<file path="config.mk">
export PLATFORM = sky130hd
export DESIGN_NAME = sram_memory_controller_flat
export DESIGN_NICKNAME = d
export VERILOG_FILES = /design/src/rtl/sram_memory_controller_pkg.sv /design/src/rtl/sram_memory_controller_if.sv /design/src/rtl/sram_memory_controller_lane_shifter.sv /design/src/rtl/sram_memory_controller.sv /design/src/flat_wrapper.sv
export SDC_FILE = /design/constraint.sdc
export NUM_CORES = 1
export LEC_CHECK = 0
export CAP_MARGIN = 20
export CORE_ASPECT_RATIO = 2
export CORE_MARGIN = 2
export CORE_UTILIZATION = 54
export DETAILED_ROUTE_END_ITERATION = 16
export GPL_TIMING_DRIVEN = 0
export MAX_ROUTING_LAYER = met4
export PLACE_DENSITY = 0.89
export SYNTH_ARGS = -nofsm -noshare
export SYNTH_HDL_FRONTEND = slang
export SYNTH_SLANG_ARGS = --single-unit
</file>
<file path="constraint.sdc">
create_clock -name clock -period 7.2 [get_ports clock]
set_input_delay 1.08 -clock clock [delete_from_list [all_inputs] [get_ports clock]]
set_output_delay 1.08 -clock clock [all_outputs]
set_load 0.05 [all_outputs]
</file>
<file path="src/rtl/sram_memory_controller_pkg.sv">
// Shared memory-bus types for the SRAM memory controller: access sizes, operation codes,
// controller states and the size-to-byte-count helper.
package memory_bus_pkg;

   typedef enum logic [1:0] {
      SIZE_BYTE = 2'd0,
      SIZE_HALF = 2'd1,
      SIZE_WORD = 2'd2
   } mem_size_e;

   localparam logic MEM_READ  = 1'b0;
   localparam logic MEM_WRITE = 1'b1;

   typedef enum logic [2:0] {
      ST_IDLE,
      ST_ACCESS0,
      ST_WAIT0,
      ST_ACCESS1,
      ST_WAIT1,
      ST_RESPOND
   } ctrl_state_e;

   // Encoding 3 is not a legal size and is treated as a word.
   function automatic logic [2:0] size_bytes(input logic [1:0] size);
      case (size)
         SIZE_BYTE: return 3'd1;
         SIZE_HALF: return 3'd2;
         default:   return 3'd4;
      endcase
   endfunction

endpackage

</file>
<file path="src/rtl/sram_memory_controller_if.sv">
// CPU-side request/response bus of the SRAM memory controller.
// The CPU side uses the master modport; the controller uses the slave modport.
interface sram_memory_controller_if;
   logic        memory_enable;
   logic        memory_operation;
   logic [1:0]  memory_data_size;
   logic [31:0] memory_address;
   logic [31:0] memory_data_out;
   logic [31:0] memory_data_in;
   logic        memory_ready;
   logic        memory_fault;

   modport master (
      output memory_enable, memory_operation, memory_data_size, memory_address, memory_data_out,
      input  memory_data_in, memory_ready, memory_fault
   );

   modport slave (
      input  memory_enable, memory_operation, memory_data_size, memory_address, memory_data_out,
      output memory_data_in, memory_ready, memory_fault
   );
endinterface

</file>
<file path="src/rtl/sram_memory_controller_lane_shifter.sv">
// Byte-lane alignment for the SRAM controller: lane mask spanning two words,
// write data shifted onto lanes, and LSB-justified read extraction.
module memory_lane_shifter
   import memory_bus_pkg::*;
(
   input  logic [1:0]  i_size,
   input  logic [1:0]  i_offset,
   input  logic [31:0] i_write_data,
   input  logic [31:0] i_read_word0,
   input  logic [31:0] i_read_word1,
   output logic [7:0]  o_mask8,
   output logic [63:0] o_write_data64,
   output logic [31:0] o_read_data
);

   logic [2:0]  w_bytes;
   logic [3:0]  w_lanes;
   logic [5:0]  w_shift;
   logic [31:0] w_keep;

   always_comb begin
      w_bytes        = size_bytes(i_size);
      w_lanes        = 4'((5'd1 << w_bytes) - 5'd1);
      w_shift        = {1'b0, i_offset, 3'b000};
      w_keep         = {{8{w_lanes[3]}}, {8{w_lanes[2]}}, {8{w_lanes[1]}}, {8{w_lanes[0]}}};
      o_mask8        = {4'b0000, w_lanes} << i_offset;
      o_write_data64 = {32'h0000_0000, i_write_data} << w_shift;
      // Bytes beyond the request size are forced to zero (zero extension).
      o_read_data    = 32'({i_read_word1, i_read_word0} >> w_shift) & w_keep;
   end

endmodule

</file>
<file path="src/rtl/sram_memory_controller.sv">
// CPU memory port to 32-bit word SRAM controller with byte-lane alignment and bounds checking.
// Build option: define MISALIGNED_SPLIT_EN to split word-crossing accesses into two SRAM accesses.
module sram_memory_controller
   import memory_bus_pkg::*;
#(
   parameter  int unsigned RAM_BYTES       = 65536,
   localparam int unsigned WORD_ADDR_WIDTH = $clog2(RAM_BYTES / 4)
) (
   input  logic                       clock,
   input  logic                       reset,
   sram_memory_controller_if.slave    bus,
   output logic                       sram_enable,
   output logic                       sram_write_enable,
   output logic [3:0]                 sram_byte_enable,
   output logic [WORD_ADDR_WIDTH-1:0] sram_address,
   output logic [31:0]                sram_write_data,
   input  logic [31:0]                sram_read_data
);

   ctrl_state_e                r_state;
   logic [WORD_ADDR_WIDTH-1:0] r_word0;
   logic [1:0]                 r_off;
   logic [1:0]                 r_size;
   logic                       r_op;
   logic                       r_split;
   logic [31:0]                r_wdata;
   logic [31:0]                r_rdata0;
   logic [31:0]                r_data_in;
   logic                       r_ready;
   logic                       r_fault;

   logic                       w_idle;
   logic [1:0]                 w_size;
   logic [1:0]                 w_off;
   logic [7:0]                 w_mask8;
   logic [63:0]                w_wdata64;
   logic [31:0]                w_rd_word0;
   logic [31:0]                w_read_data;
   logic [32:0]                w_in_end;
   logic                       w_oob;
   logic                       w_split;
   logic                       w_fault;
   logic                       w_access;
   logic                       w_second;

   assign bus.memory_data_in = r_data_in;
   assign bus.memory_ready   = r_ready;
   assign bus.memory_fault   = r_fault;

   // In IDLE the shifter looks at the incoming request so the split/fault decision is made at capture.
   always_comb begin
      w_idle     = (r_state == ST_IDLE);
      w_size     = w_idle ? bus.memory_data_size : r_size;
      w_off      = w_idle ? bus.memory_address[1:0] : r_off;
      w_rd_word0 = (r_state == ST_WAIT1) ? r_rdata0 : sram_read_data;
      w_in_end   = {1'b0, bus.memory_address} + 33'(size_bytes(bus.memory_data_size));
      w_oob      = (w_in_end > 33'(RAM_BYTES));
      w_split    = |w_mask8[7:4];
`ifdef MISALIGNED_SPLIT_EN
      w_fault    = w_oob;
`else
      w_fault    = w_oob || w_split;
`endif
   end

   memory_lane_shifter u_lane_shifter (
      .i_size         (w_size),
      .i_offset       (w_off),
      .i_write_data   (r_wdata),
      .i_read_word0   (w_rd_word0),
      .i_read_word1   (sram_read_data),
      .o_mask8        (w_mask8),
      .o_write_data64 (w_wdata64),
      .o_read_data    (w_read_data)
   );

   // SRAM strobes decode straight from the state; no access may leave in a reset cycle.
   always_comb begin
      w_access          = (r_state == ST_ACCESS0) || (r_state == ST_ACCESS1);
      w_second          = (r_state == ST_ACCESS1);
      sram_enable       = !reset && w_access;
      sram_write_enable = w_access && (r_op == MEM_WRITE);
      sram_byte_enable  = 4'b0000;
      if (sram_write_enable) begin
         sram_byte_enable = w_second ? w_mask8[7:4] : w_mask8[3:0];
      end
      sram_address      = w_second ? (r_word0 + WORD_ADDR_WIDTH'(1)) : r_word0;
      sram_write_data   = w_second ? w_wdata64[63:32] : w_wdata64[31:0];
   end

   always_ff @(posedge clock) begin
      if (reset) begin
         r_state   <= ST_IDLE;
         r_word0   <= '0;
         r_off     <= 2'b00;
         r_size    <= 2'b00;
         r_op      <= MEM_READ;
         r_split   <= 1'b0;
         r_wdata   <= 32'h0;
         r_rdata0  <= 32'h0;
         r_data_in <= 32'h0;
         r_ready   <= 1'b0;
         r_fault   <= 1'b0;
      end else begin
         case (r_state)
            ST_IDLE: begin
               if (bus.memory_enable && !r_ready) begin
                  r_word0 <= bus.memory_address[WORD_ADDR_WIDTH+1:2];
                  r_off   <= bus.memory_address[1:0];
                  r_size  <= bus.memory_data_size;
                  r_op    <= bus.memory_operation;
                  r_wdata <= bus.memory_data_out;
                  r_split <= w_split;
                  if (w_fault) begin
                     r_state   <= ST_RESPOND;
                     r_ready   <= 1'b1;
                     r_fault   <= 1'b1;
                     r_data_in <= 32'h0;
                  end else begin
                     r_state <= ST_ACCESS0;
                  end
               end
            end
            ST_ACCESS0: begin
               if (r_op == MEM_WRITE) begin
                  if (r_split) begin
                     r_state <= ST_ACCESS1;
                  end else begin
                     r_state <= ST_RESPOND;
                     r_ready <= 1'b1;
                  end
               end else begin
                  r_state <= ST_WAIT0;
               end
            end
            ST_WAIT0: begin
               r_rdata0 <= sram_read_data;
               if (r_split) begin
                  r_state <= ST_ACCESS1;
               end else begin
                  r_state   <= ST_RESPOND;
                  r_ready   <= 1'b1;
                  r_data_in <= w_read_data;
               end
            end
            ST_ACCESS1: begin
               if (r_op == MEM_WRITE) begin
                  r_state <= ST_RESPOND;
                  r_ready <= 1'b1;
               end else begin
                  r_state <= ST_WAIT1;
               end
            end
            ST_WAIT1: begin
               r_state   <= ST_RESPOND;
               r_ready   <= 1'b1;
               r_data_in <= w_read_data;
            end
            ST_RESPOND: begin
               if (!bus.memory_enable) begin
                  r_state <= ST_IDLE;
                  r_ready <= 1'b0;
                  r_fault <= 1'b0;
               end
            end
            default: begin
               r_state <= ST_IDLE;
               r_ready <= 1'b0;
               r_fault <= 1'b0;
            end
         endcase
      end
   end

endmodule

</file>
<file path="src/flat_wrapper.sv">
// flat-port wrapper written by rule: the top's interface ports become plain ports
module sram_memory_controller_flat import memory_bus_pkg::*;
#(
   parameter  int unsigned RAM_BYTES       = 65536,
   localparam int unsigned WORD_ADDR_WIDTH = $clog2(RAM_BYTES / 4)
)
  (clock, reset, sram_enable, sram_write_enable, sram_byte_enable, sram_address, sram_write_data, sram_read_data, bus_memory_enable, bus_memory_operation, bus_memory_data_size, bus_memory_address, bus_memory_data_out, bus_memory_data_in, bus_memory_ready, bus_memory_fault);
  sram_memory_controller_if bus_i ();
  input  logic clock;
  input  logic reset;
  output logic sram_enable;
  output logic sram_write_enable;
  output logic [3:0] sram_byte_enable;
  output logic [WORD_ADDR_WIDTH-1:0] sram_address;
  output logic [31:0] sram_write_data;
  input  logic [31:0] sram_read_data;
  input wire logic [$bits(bus_i.memory_enable)-1:0] bus_memory_enable;
  input wire logic [$bits(bus_i.memory_operation)-1:0] bus_memory_operation;
  input wire logic [$bits(bus_i.memory_data_size)-1:0] bus_memory_data_size;
  input wire logic [$bits(bus_i.memory_address)-1:0] bus_memory_address;
  input wire logic [$bits(bus_i.memory_data_out)-1:0] bus_memory_data_out;
  output wire logic [$bits(bus_i.memory_data_in)-1:0] bus_memory_data_in;
  output wire logic [$bits(bus_i.memory_ready)-1:0] bus_memory_ready;
  output wire logic [$bits(bus_i.memory_fault)-1:0] bus_memory_fault;
  assign bus_i.memory_enable = bus_memory_enable;
  assign bus_i.memory_operation = bus_memory_operation;
  assign bus_i.memory_data_size = bus_memory_data_size;
  assign bus_i.memory_address = bus_memory_address;
  assign bus_i.memory_data_out = bus_memory_data_out;
  assign bus_memory_data_in = bus_i.memory_data_in;
  assign bus_memory_ready = bus_i.memory_ready;
  assign bus_memory_fault = bus_i.memory_fault;
  sram_memory_controller #(.RAM_BYTES(RAM_BYTES)) u_core (.clock(clock), .reset(reset), .bus(bus_i), .sram_enable(sram_enable), .sram_write_enable(sram_write_enable), .sram_byte_enable(sram_byte_enable), .sram_address(sram_address), .sram_write_data(sram_write_data), .sram_read_data(sram_read_data));
endmodule
</file>
# Word level (Yosys, flattened, before mapping)
# Cells that the tools add are included.
[classes]
add_sub_neg = 3
magnitude_cmp = 1
eq_ne = 13
shift = 4
muxes = 28
n_bitwise = 2
n_reduce_logical = 18
[op_table]
columns = ["cell", "count"]
rows = [
  ["2-to-1 mux 32 bit", 5],
  ["case mux 32 bit (3 select lines)", 1],
  ["left shift 32 x 5 -> 64 bit", 1],
  [">> shifter 64 x 5 -> 32 bit", 1],
  ["adder 32 x 3 -> 33 bit", 1],
  ["> comparator 33 x 17 -> 1 bit (second input constant)", 1],
  ["AND 32 bit", 1],
  ["case mux 3 bit (6 select lines)", 1],
  ["2-to-1 mux 3 bit", 5],
  ["adder 14 x 1 -> 14 bit (second input constant)", 1],
  ["2-to-1 mux 14 bit", 1],
  ["case mux 3 bit (2 select lines)", 2],
  ["2-to-1 mux 4 bit", 2],
  ["!= test 2 bit (second input constant)", 4],
  ["AND reduction 4 bit", 2],
  ["OR reduction 4 bit", 2],
  ["left shift 4 x 2 -> 8 bit", 1],
  ["2-to-1 mux 1 bit", 7],
  ["equality test 3 x 2 -> 1 bit (second input constant)", 2],
  ["equality test 3 bit (second input constant)", 2],
  ["case mux 1 bit (6 select lines)", 1],
  ["AND reduction 5 bit", 1],
  ["equality test 2 x 1 -> 1 bit (second input constant)", 2],
  ["zero test 2 bit", 2],
  ["13 further kinds", 20],
]
[totals]
reg_bits = 121
in_bits = 102
out_inout_bits = 86
word_cells = 80

# Logic depth before layout (Yosys ltp)
[logic_depth]
depth_word = 12
mapped_depth = 14
depth_no_buf = 12

# Modules after synthesis
# A second synthesis with hierarchy kept.
[unflattened]
cells_unflattened = 1097
area_unflattened_um2 = 8341.8
[modules_own_cells]
columns = ["mod", "n_inst", "cells_each", "area_each_um2", "seq_area_each_um2"]
rows = [
  ["sram_memory_controller", 1, 885, 6655.1, 2422.3],
  ["memory_lane_shifter", 1, 212, 1686.6, 0.0],
]

# Worst setup path before layout
# No wires, ideal clock.
[synth_path]
path_type = "input -> output"
startpoint = "in bus_memory_address[0]"
endpoint = "out sram_byte_enable[3]"
arrival_ns = 3.958
setup_slack_ns = 2.162
path_stages = 4
path_cell_list = "mux2i_1 > clkbuf_1 > and3_1 > a2111oi_0"
[synth_via]
elab_chain_cells = 4
[synth_lines]
columns = ["item", "line_no", "source"]
rows = [
  ["start, declared", "flat_wrapper.sv:20", "input wire logic [$bits(bus_i.memory_address)-1:0] bus_memory_address;"],
  ["2-to-1 mux 2 bit", "sram_memory_controller.sv:54", "w_off = w_idle ? bus.memory_address[1:0] : r_off;"],
  ["left shift 4 x 2 -> 8 bit", "sram_memory_controller_lane_shifter.sv:26", "o_mask8 = {4'b0000, w_lanes} << i_offset;"],
  ["2-to-1 mux 4 bit", "sram_memory_controller.sv:85", "sram_byte_enable = w_second ? w_mask8[7:4] : w_mask8[3:0];"],
  ["2-to-1 mux 4 bit", "sram_memory_controller.sv:84", "if (sram_write_enable) begin"],
  ["end, declared", "flat_wrapper.sv:13", "output logic [3:0] sram_byte_enable;"],
]
# No other way between the ends.

# Worst setup path in the final report
[layout_path]
startpoint = "in bus_memory_address[1]"
endpoint = "out sram_write_data[14]"
[layout_via]
elab_chain_cells = 3
[layout_lines]
columns = ["item", "line_no", "source"]
rows = [
  ["2-to-1 mux 2 bit", "sram_memory_controller.sv:54", ""],
  ["left shift 32 x 5 -> 64 bit", "sram_memory_controller_lane_shifter.sv:27", "o_write_data64 = {32'h0000_0000, i_write_data} << w_shift;"],
  ["2-to-1 mux 32 bit", "sram_memory_controller.sv:88", "sram_write_data = w_second ? w_wdata64[63:32] : w_wdata64[31:0];"],
  ["end, declared", "flat_wrapper.sv:15", "output logic [31:0] sram_write_data;"],
]
# No other way between the ends.

==> impl_metrics.py <==
metrics = {
    "outcome": {
        "status": "completed",
    },
    "synthesis": {
        "synth.avg_cell_area_um2": 6.960,
        "synth_area_leaders": "dfxtp_1 32%, nand2_1 16%, mux2i_1 10%",
        "synth.largest_area_cell": "dfxtp_1",
        "synth.distinct_cells": 60,
        "synth-seq-cells": 121,
        "synth-async-reset-ratio": 0,
        "yosys_warnings": 0,
        "synth_edf_count": 0,
        "syn_area_mm2": 0.007677,
        "synth_nets": 1210,
        "ys.flop_type": "dfxtp_1",
        "synth_top_area_share": 0.3155,
        "synth_cells": 1103,
        "yosys-top-cells-count": "337 x nand2_1, 121 x dfxtp_1, 116 x a21oi_1, 80 x mux2i_1, 66 x clkbuf_1",
        "yosysSeqAreaShare": 0.3155,
        "synth.most_common_cell": "nand2_1",
    },
    "final_layout": {
        "finalNetCount": 1418,
        "drive_above_1_share": 0.04003,
        "fin_util": 0.7496,
        "ff_latch_area_mm2": 0.002422,
        "area_delta_synth_final_pct": 35.63,
        "multi_input_area_mm2": 0.004870,
        "fillCellCount": 1158,
    },
    "worst_setup_path": {
        "end_kind": "output pin",
        "crit_top_cell": "clkdlybuf4s50_1",
        "start_kind": "input pin",
        "worstPathRequired_ns": 6.12,
        "critPathTopFamily": "buffers and inverters",
        "cp.arrival_ns": 4.55,
        "crit_buf_inv": 4,
        "path_cells": "clkdlybuf4s50_1, mux2_2, clkbuf_1, buf_1, nand2_1, o22ai_1, clkdlybuf4s50_1",
        "crit_slowest_cell": "clkdlybuf4s50_1",
        "critPathMaxFanout": 10,
        "path_class": "in -> out",
        "slowest_delay_ns": 0.87,
    },
    "placement": {
        "place_ws_ns": 1.673,
        "place.gp.congestion": 1.018,
        "io_buffer_count": 187,
        "hpwlAfterDp_um": 23710,
    },
    "grt": {
        "grt-ovfl-total": 0,
        "grt_max_degree": 17,
        "grt_util_all_layers": 0.4368,
        "grt_pass1_vias": 9409,
        "antenna_found_initial": 2,
        "grt_first_pass_wirelength_um": 48990,
    },
    "routing": {
        "wl_um": 32180,
        "drt-initial-drc-count": 693,
        "num_vias": 9290,
        "wire_per_inst_um": 21.24,
        "drtPass1Iterations": 6,
        "postRouteAntennaNets": 0,
        "via_per_inst": 6.132,
        "route.detailed.drc": 0,
    },
    "timing": {
        "maxSlewHeadroom": 0.3042,
        "fin_ws_ns": 1.567,
        "skew_ns": 0.01062,
        "period_minus_slack_ns": 5.633,
        "tns_ns": 0,
        "hold_violations": 0,
        "post-route-period-util": 0.7823,
        "max_slew.worst_pin.slew_ns": 1.034,
        "final-max-slew-violation-count": 0,
        "setup_viol": 0,
        "fmax_ghz": 0.1775,
        "rsz0062_at_grt": "false",
    },
    "floorplan": {
        "start_util": 0.5527,
        "die_h_um": 172.6,
        "rows": 61,
        "die_w_um": 88.31,
        "dieArea_mm2": 0.01524,
        "num_io_pins": 188,
        "core-area_mm2": 0.01389,
    },
    "clock_network": {
        "clock_sink_count": 121,
        "clk_pin_slew_ns": 0.05,
        "cts_hold_buffers": 0,
        "post_cts_resized": 0,
        "post_cts_buffers": 0,
        "root_buffer": "clkbuf_16",
        "ctsHtreeMaxLevel": 4,
        "cts_tree": "yes",
        "cts-buffers-inserted": 17,
        "clockBufferDepth": 2,
        "clock_latency_ns": 0.43,
    },
    "power": {
        "p_per_area_mw_per_mm2": 405.6,
        "p_leak_nw": 3.857,
        "peakVddDrop_uv": 299.8,
    },
    "hold_path": {
        "hp-class": "reg -> reg",
    },
    "run": {
        "cap_viol_max_count": 0,
    },
}
[sequential cells by signal, summed over array words and instances, names as in the netlist]
| register | flops |
|---|---|
| u_core.bus.memory_data_in | 32 |
| u_core.bus.memory_fault | 1 |
| u_core.bus.memory_ready | 1 |
| u_core.r_off | 2 |
| u_core.r_op | 1 |
| u_core.r_rdata0 | 32 |
| u_core.r_size | 2 |
| u_core.r_split | 1 |
| u_core.r_state | 3 |
| u_core.r_wdata | 32 |
| u_core.r_word0 | 14 |
[through the flow]
stage / instances / hold slack [ns] / total power [W] / instance area [µm²]
final: 1515 / 0.4537 / 0.004223 / 10410
after global routing: 1515 / 0.4746 / 0.004389 / 10410
after CTS: 1513 / 0.4537 / 0.004136 / 10410
after detailed placement: 1481 / 0.4463 / 0.003255 / 9801
after global placement: 1479 / 0.4413 / 0.003224 / 9786
after floorplan: 1103 / 0.4360 / 0.002473 / 7677
[where the power goes]
part           leakage [nW]  internal (W)  switching (W)
Sequential            0.982      0.000784      0.0000982
Clock                 0.290      0.000541       0.000339
Combinational          2.59      0.000800        0.00166
Total                  3.86       0.00212        0.00210
[cells by family (layout without fill, tap and decap cells)]
kind of cell,Yosys count,count (layout),share of synthesized area
and+or+nand+nor,556,556,0.3206
AOI/OAI and AO/OA,230,230,0.1723
DFF,121,121,0.3155
buffers and inverters,87,308,0.05020
muxes,82,82,0.1072
xor gates and xnor gates,22,22,0.02510
adders and majority gates,5,5,0.009127
other,0,2,0
[metal layers]
metal  GRT usage  vias to the layer above  wire length, µm
met4      0.3649                        0             3574
met2      0.7168                      607            15850
met3      0.1265                      239             3052
li1            -                     4215                -
met1      0.3980                     4229             9700
met5           -                        -                0
[path summary, 6_finish.rpt]
path	cells after the start	slack [ns]	to	startpoint
worst max-delay path	7	1.57	sram_write_data[14]	bus_memory_address[1]
worst min-delay path	2	0.45	u_core.r_rdata0[27]	u_core.r_rdata0[27]
worst max register to register	10	3.54	u_core.bus.memory_data_in[20]	u_core.r_state[1]
worst min register to register	2	0.45	u_core.r_rdata0[27]	u_core.r_rdata0[27]
[placed cells by master, fill, tap and decap left out, types with 4 or more instances in the layout]
cell | Yosys | final
a21oi_1 | 116 | 116
nand2_1 | 337 | 337
o21ai_0 | 45 | 45
nor2_1 | 57 | 57
buf_1 | 6 | 6
inv_1 | 9 | 9
xor2_1 | 5 | 5
o211ai_1 | 8 | 8
ha_1 | 4 | 4
and2_1 | 5 | 5
xnor2_1 | 17 | 17
or3_1 | 4 | 4
mux2i_1 | 80 | 80
nand2b_1 | 36 | 36
nand3_1 | 56 | 56
nand4_1 | 8 | 8
clkdlybuf4s50_1 | 0 | 187
nor2b_1 | 6 | 6
nor3_1 | 14 | 14
a31oi_1 | 9 | 9
dfxtp_1 | 121 | 121
a211oi_1 | 19 | 19
clkbuf_1 | 66 | 66
o22ai_1 | 9 | 9
and3_1 | 16 | 16
clkbuf_16 | 0 | 17
[cell type report]
| cell class | instances | area share |
|---|---|---|
| Sequential cell | 121 | 0.2326 |
| Timing Repair Buffer | 189 | 0.1812 |
| Tap cell | 189 | 0.02271 |
| Inverter | 9 | 0.003244 |
| Clock inverter | 12 | 0.01346 |
| Multi-Input combinational cell | 895 | 0.4677 |
| Antenna cell | 2 | 0.0004807 |
| Buffer | 78 | 0.03377 |
| Clock buffer | 20 | 0.04482 |
[worst min-delay path, cell delays in order, from the launching register on]
cell	delay, ns
dfxtp_1	0.30
nand2_1	0.05
a21oi_1	0.05
(Power assumes the default switching activity.)
